==> src/rtl/mau_pkg.sv <==
// Shared definitions for mem_access_unit: default widths, FSM states, latched request.
// Latency: n/a (types and constants only).
// Backpressure: n/a.
package mau_pkg;

  localparam int DEF_DATA_W = 19;
  localparam int DEF_DEPTH  = 512;
  localparam int DEF_TAG_W  = 3;

  typedef enum logic [1:0] {
    IDLE  = 2'd0,
    ISSUE = 2'd1,
    WAIT  = 2'd2,
    RESP  = 2'd3
  } state_e;

  // Request as captured on the accept edge; ea is the wrapped effective address.
  typedef struct packed {
    logic                  write;
    logic [DEF_DATA_W-1:0] ea;
    logic [DEF_DATA_W-1:0] wdata;
    logic [DEF_TAG_W-1:0]  tag;
  } req_t;

endpackage

==> src/rtl/mau_perf_counters.sv <==
// Saturating load/store/error event counters for mem_access_unit (MAU_PERF_CNT_EN builds).
// Latency: count visible the cycle after the increment pulse.
// Backpressure: none; counters stick at all-ones instead of wrapping.
module mau_perf_counters #(
  parameter int CNT_W = 16
) (
  input  logic             clk,
  input  logic             rst_n,
  input  logic             inc_load,
  input  logic             inc_store,
  input  logic             inc_err,
  output logic [CNT_W-1:0] perf_loads,
  output logic [CNT_W-1:0] perf_stores,
  output logic [CNT_W-1:0] perf_errs
);

  // Count each event class independently, holding at the maximum value.
  always_ff @(posedge clk or negedge rst_n) begin
    if (!rst_n) begin
      perf_loads  <= '0;
      perf_stores <= '0;
      perf_errs   <= '0;
    end else begin
      if (inc_load  && (perf_loads  != '1)) perf_loads  <= perf_loads  + 1'b1;
      if (inc_store && (perf_stores != '1)) perf_stores <= perf_stores + 1'b1;
      if (inc_err   && (perf_errs   != '1)) perf_errs   <= perf_errs   + 1'b1;
    end
  end

endmodule

==> src/rtl/mem_access_unit.sv <==
// Load/store sequencer: ea = base + offset, bounds check, one memory strobe, tagged response.
// Latency: accept edge to resp_valid is 3 edges (load), 2 (store), 1 (out of range).
// Backpressure: single transaction in flight; req_ready stays low until the response is taken.
// Optional: define MAU_PERF_CNT_EN to add perf_loads/perf_stores/perf_errs counters.
module mem_access_unit
  import mau_pkg::*;
#(
  parameter int DATA_W = DEF_DATA_W,
  parameter int DEPTH  = DEF_DEPTH,
  parameter int TAG_W  = DEF_TAG_W
) (
  input  logic              clk,
  input  logic              rst_n,
  input  logic              req_valid,
  output logic              req_ready,
  input  logic              req_write,
  input  logic [DATA_W-1:0] req_base,
  input  logic [DATA_W-1:0] req_offset,
  input  logic [DATA_W-1:0] req_wdata,
  input  logic [TAG_W-1:0]  req_tag,
  output logic              resp_valid,
  input  logic              resp_ready,
  output logic              resp_write,
  output logic [DATA_W-1:0] resp_data,
  output logic [TAG_W-1:0]  resp_tag,
  output logic              resp_err,
  output logic [DATA_W-1:0] mem_addr,
  output logic [DATA_W-1:0] mem_wdata,
  output logic              mem_write,
  output logic              mem_read,
  input  logic [DATA_W-1:0] mem_rdata
`ifdef MAU_PERF_CNT_EN
  ,
  output logic [15:0]       perf_loads,
  output logic [15:0]       perf_stores,
  output logic [15:0]       perf_errs
`endif
);

  state_e            state;
  req_t              req_q;
  logic [DATA_W-1:0] ea;
  logic              accept;
  logic              ea_err;

  // Sum is truncated to DATA_W bits on purpose: a two's-complement offset wraps back into range.
  assign ea        = req_base + req_offset;
  assign ea_err    = (ea >= DATA_W'(DEPTH));
  assign req_ready = (state == IDLE);
  assign accept    = req_valid && req_ready;

  // Memory-side address/data and echoed response fields come straight from the request register.
  assign mem_addr   = req_q.ea;
  assign mem_wdata  = req_q.wdata;
  assign resp_write = req_q.write;
  assign resp_tag   = req_q.tag;

  // Sequencer: accept, strobe memory for one cycle, wait out the read latency, hold the response.
  always_ff @(posedge clk or negedge rst_n) begin
    if (!rst_n) begin
      state      <= IDLE;
      req_q      <= '0;
      mem_write  <= 1'b0;
      mem_read   <= 1'b0;
      resp_valid <= 1'b0;
      resp_err   <= 1'b0;
      resp_data  <= '0;
    end else begin
      case (state)
        IDLE: begin
          if (accept) begin
            req_q.write <= req_write;
            req_q.tag   <= req_tag;
            if (ea_err) begin
              // Out-of-range: answer at once, leave the memory address bus untouched.
              resp_valid <= 1'b1;
              resp_err   <= 1'b1;
              resp_data  <= '0;
              state      <= RESP;
            end else begin
              req_q.ea    <= ea;
              req_q.wdata <= req_wdata;
              mem_write   <= req_write;
              mem_read    <= !req_write;
              state       <= ISSUE;
            end
          end
        end
        ISSUE: begin
          mem_write <= 1'b0;
          mem_read  <= 1'b0;
          resp_err  <= 1'b0;
          if (req_q.write) begin
            resp_data  <= '0;
            resp_valid <= 1'b1;
            state      <= RESP;
          end else begin
            state <= WAIT;
          end
        end
        WAIT: begin
          // Memory output register was loaded on the ISSUE edge.
          resp_data  <= mem_rdata;
          resp_valid <= 1'b1;
          state      <= RESP;
        end
        RESP: begin
          if (resp_ready) begin
            resp_valid <= 1'b0;
            state      <= IDLE;
          end
        end
        default: state <= IDLE;
      endcase
    end
  end

`ifdef MAU_PERF_CNT_EN
  mau_perf_counters #(
    .CNT_W(16)
  ) u_perf (
    .clk        (clk),
    .rst_n      (rst_n),
    .inc_load   (accept && !ea_err && !req_write),
    .inc_store  (accept && !ea_err && req_write),
    .inc_err    (accept && ea_err),
    .perf_loads (perf_loads),
    .perf_stores(perf_stores),
    .perf_errs  (perf_errs)
  );
`endif

endmodule
==> config.mk <==
export PLATFORM = sky130hd
export DESIGN_NAME = mem_access_unit
export DESIGN_NICKNAME = d
export VERILOG_FILES = /design/src/rtl/mau_pkg.sv /design/src/rtl/mau_perf_counters.sv /design/src/rtl/mem_access_unit.sv
export SDC_FILE = /design/constraint.sdc
export NUM_CORES = 1
export LEC_CHECK = 0
export ABC_AREA = 0
export BUFFER_PORTS_ARGS = -buffer_cell sky130_fd_sc_hd__buf_2
export CAP_MARGIN = 5
export CORE_MARGIN = 10
export CORE_UTILIZATION = 28
export CTS_CLUSTER_DIAMETER = 150
export DETAILED_ROUTE_END_ITERATION = 12
export PLACE_DENSITY = 0.61
export SYNTH_ARGS = -nofsm -noshare
export SYNTH_HDL_FRONTEND = slang
export SYNTH_SLANG_ARGS = --single-unit
==> constraint.sdc <==
create_clock -name clk -period 3.8 [get_ports clk]
set_input_delay 0.38 -clock clk [delete_from_list [all_inputs] [get_ports clk]]
set_output_delay 0.38 -clock clk [all_outputs]
set_load 0.02 [all_outputs]
==> results.sh <==
export IMPL_regArea_um2=1677
export IMPL_antenna_found_initial=0
export IMPL_grt_max_degree=46
export IMPL_p_leak_nw=2.719
export IMPL_vias_per_cell=4.566
export IMPL_fin_crit_sh_pct=86.46
export IMPL_drv_cap=0
export IMPL_syn_area_per_cell_um2=11.12
export IMPL_wire_per_inst_um=15.06
export IMPL_io_buffers=149
export IMPL_finalWirelength_um=10380
export IMPL_critPathLaunchType="input port"
export IMPL_cts_root_buffer="clkbuf_16"
export IMPL_path_class="input port to flip-flop"
export IMPL_grt_pass1_wl_um=16000
export IMPL_final_nets=612
export IMPL_startpoint="req_base[0]"
export IMPL_power_density_nw_per_um2=537.6
export IMPL_syn_area_um2=3892
export IMPL_firstDrtPassIters=4
export IMPL_nFillCells=1388
export IMPL_clk_path_buf_depth=2
export IMPL_grt_pass1_vias=3138
export IMPL_async_reset_ff_share_pct=100.0
export IMPL_worst_pin_slew_ns=0.9797
export IMPL_crit_fanout=38
export IMPL_synth_edff_count=0
export IMPL_syn_num_nets=458
export IMPL_drc=0
export IMPL_insertion_delay_ns=0.32
export IMPL_overflow=0
export IMPL_postRouteAntennaNets=0
export IMPL_setup_viol=0
export IMPL_rsz0062_at_grt="no"
export IMPL_dieArea_um2=19020
export IMPL_clock_skew_ns=0.004380
export IMPL_clock_sinks=67
export IMPL_die_y_um=137.9
export IMPL_via_count=3146
export IMPL_min_path_type="input port to asynchronous set/reset pin"
export IMPL_drtIter0Drc=110
export IMPL_cp_endpoint="mem_wdata[7]"
export IMPL_worstSetupEndpointType="flip-flop"
export IMPL_hold_ws_ns=0.2194
export IMPL_area_growth_pct=31.34
export IMPL_r2r_start="state[1]"
export IMPL_yosysWarnings=0
export IMPL_tns_ns=0
export IMPL_seq_area_frac_synth_pct=43.07
export IMPL_path_clk_slew_ns=0.05
export IMPL_postSynthCellCount=350
export IMPL_die_w_um=137.9
export IMPL_drv_slew=0
export IMPL_regToRegEndpoint="state[1]"
export IMPL_max_slew_margin_rel_pct=34.69
export IMPL_cts_tree="built"
export IMPL_arrival_ns=3.49
export IMPL_final_core_util_pct=37.12
export IMPL_drive_gt1_share_pct=40.86
export IMPL_ioPinCount=150
export IMPL_holdBufCountCts=0
export IMPL_core_um2=13770
export IMPL_num_antenna_cells=0
export IMPL_peakVddDrop_mv=0.2247
export IMPL_rows=43
export IMPL_fin_crit_ns=3.286
export IMPL_initial_core_util_pct=28.26
export IMPL_gp_congestion=0.7624
export IMPL_synth_distinct_cells=56
export IMPL_grt_usage_pct=10.51
export IMPL_hpwl_um=8325
export IMPL_numCtsBuffers=9
export IMPL_outcome="finished clean"
export IMPL_multi_input_area_um2=1984
export IMPL_synth_seq_cells=67
export IMPL_cts_setup_buffers=0
export IMPL_final_hold_violation_count=0
export IMPL_worst_ep_required_time_ns=4.01
export IMPL_r2r_slack_ns=1.69
export IMPL_ys_flop_type="dfrtp_1"
export IMPL_cts_resized=0
export IMPL_cts_max_level=3
export IMPL_r2r_cells=5
export IMPL_fmax_ghz=0.3044
[report_power, final]
| group | internal (mW) | switching (mW) |
|---|---|---|
| sequential | 0.835 | 0.0729 |
| combinational | 0.424 | 0.609 |
| clock | 0.521 | 0.286 |
[layout make-up]
class                           count  area share [%]
Tap cell                          180           4.405
Sequential cell                    67           32.79
Clock buffer                       11           4.748
Clock inverter                      5           1.028
Multi-Input combinational cell    237           38.82
Inverter                           34           2.496
Timing Repair Buffer              155           15.71
[state kept, by name (all words and copies together), names as in the netlist]
signal / cells
state: 2
resp_write: 1
resp_err: 1
resp_tag: 3
resp_data: 19
mem_write: 1
resp_valid: 1
mem_read: 1
mem_addr: 19
mem_wdata: 19
[layout by cell type (no fill, tap or decap), drive strengths merged, types with 2 or more instances in the layout]
master / netlist / final
buf: 7 / 155
dfrtp: 67 / 67
inv: 34 / 34
nand2: 31 / 31
mux2: 31 / 31
ha: 23 / 23
mux2i: 21 / 21
a21oi: 20 / 20
o21ai: 15 / 15
nor2b: 14 / 14
clkbuf: 5 / 11
a21o: 9 / 9
a211oi: 8 / 8
xnor2: 7 / 7
o211ai: 6 / 6
xor2: 6 / 6
nand3: 3 / 3
o21a: 3 / 3
a41oi: 3 / 3
clkinv: 0 / 3
and3: 3 / 3
a21boi: 3 / 3
and4: 2 / 2
a22o: 2 / 2
a31oi: 2 / 2
o22ai: 2 / 2
nor2: 2 / 2
a2bb2oi: 2 / 2
nor4b: 2 / 2
[layer usage]
layer / vias to the layer above / global-route usage (%) / part of all wire (%)
met1: 1481 / 12.83 / 44
met5: - / 0 / 0
met2: 104 / 17.27 / 47
met3: 8 / 2.101 / 7.8
met4: 0 / 5.214 / 1.4
li1: 1553 / - / -
[cell usage after synthesis (2+ instances only)]
cell        n  share of area (%)
nor2_1      2               0.19
nor2b_1    14                2.2
o21ai_1     2               0.26
a2bb2oi_1   2               0.45
mux2i_1    21                5.4
o21a_1      3               0.58
nand2_1    31                3.0
and3_1      2               0.32
clkbuf_1    4               0.39
a211oi_1    6                1.2
inv_1      34                3.3
buf_6       2               0.58
mux2_2     12                3.5
dfrtp_1    67                 43
a21boi_0    2               0.39
o21ai_0    13                1.7
mux2_4     19                7.3
a31oi_1     2               0.32
ha_1       23                7.4
a41oi_1     3               0.68
xnor2_1     7                1.6
and4_1      2               0.45
xor2_1      6                1.4
a22o_1      2               0.45
a21o_1      9                1.7
a21oi_1    20                2.6
o22ai_1     2               0.32
o211ai_1    6                1.2
nand3_1     3               0.39
a211oi_2    2               0.64
buf_12      2                1.0
[kinds of logic after synthesis]
logic type	share of synthesized area, %
AO/OA/AOI/OAI	15.14
XOR/XNOR	2.925
adder cells (fa/ha/maj)	7.908
buffers and inverters	6.107
flip-flops	43.07
multiplexers	16.20
AND/OR/NAND/NOR	8.647
[worst max-delay path, stage by stage]
cell and delay [ns]:
buf_2 0.10, ha_1 0.23, fa_1 0.43, a211oi_1 0.34, o211ai_1 0.19, a21oi_1 0.28, xor2_1 0.18, o2111ai_1 0.18
nor4b_4 0.32, and3_4 0.23, buf_12 0.24, mux2_2 0.37
[worst min-delay path by stage]
stage	start	end	slack (ns)	cells after the start
2_1_floorplan	rst_n	mem_addr[0]	0.08	0
3_3_place_gp	mem_addr[10]	mem_addr[10]	0.48	1
3_5_place_dp	mem_addr[17]	mem_addr[17]	0.48	1
4_1_cts	rst_n	mem_wdata[5]	0.24	1
5_1_grt	rst_n	mem_wdata[3]	0.28	1
6_report	rst_n	mem_wdata[12]	0.22	1
[metrics by stage]
stage / setup WS (ns) / total power, mW / cells / instance area, um^2
floorplan: 0.3900 / 1.643 / 350 / 3892
global placement: 0.2960 / 1.929 / 673 / 4817
detailed placement: 0.1573 / 1.964 / 673 / 4817
CTS: 0.5104 / 2.787 / 689 / 5112
global route: 0.3450 / 2.925 / 689 / 5112
finish: 0.5145 / 2.749 / 689 / 5112
(Power assumes the default switching activity.)
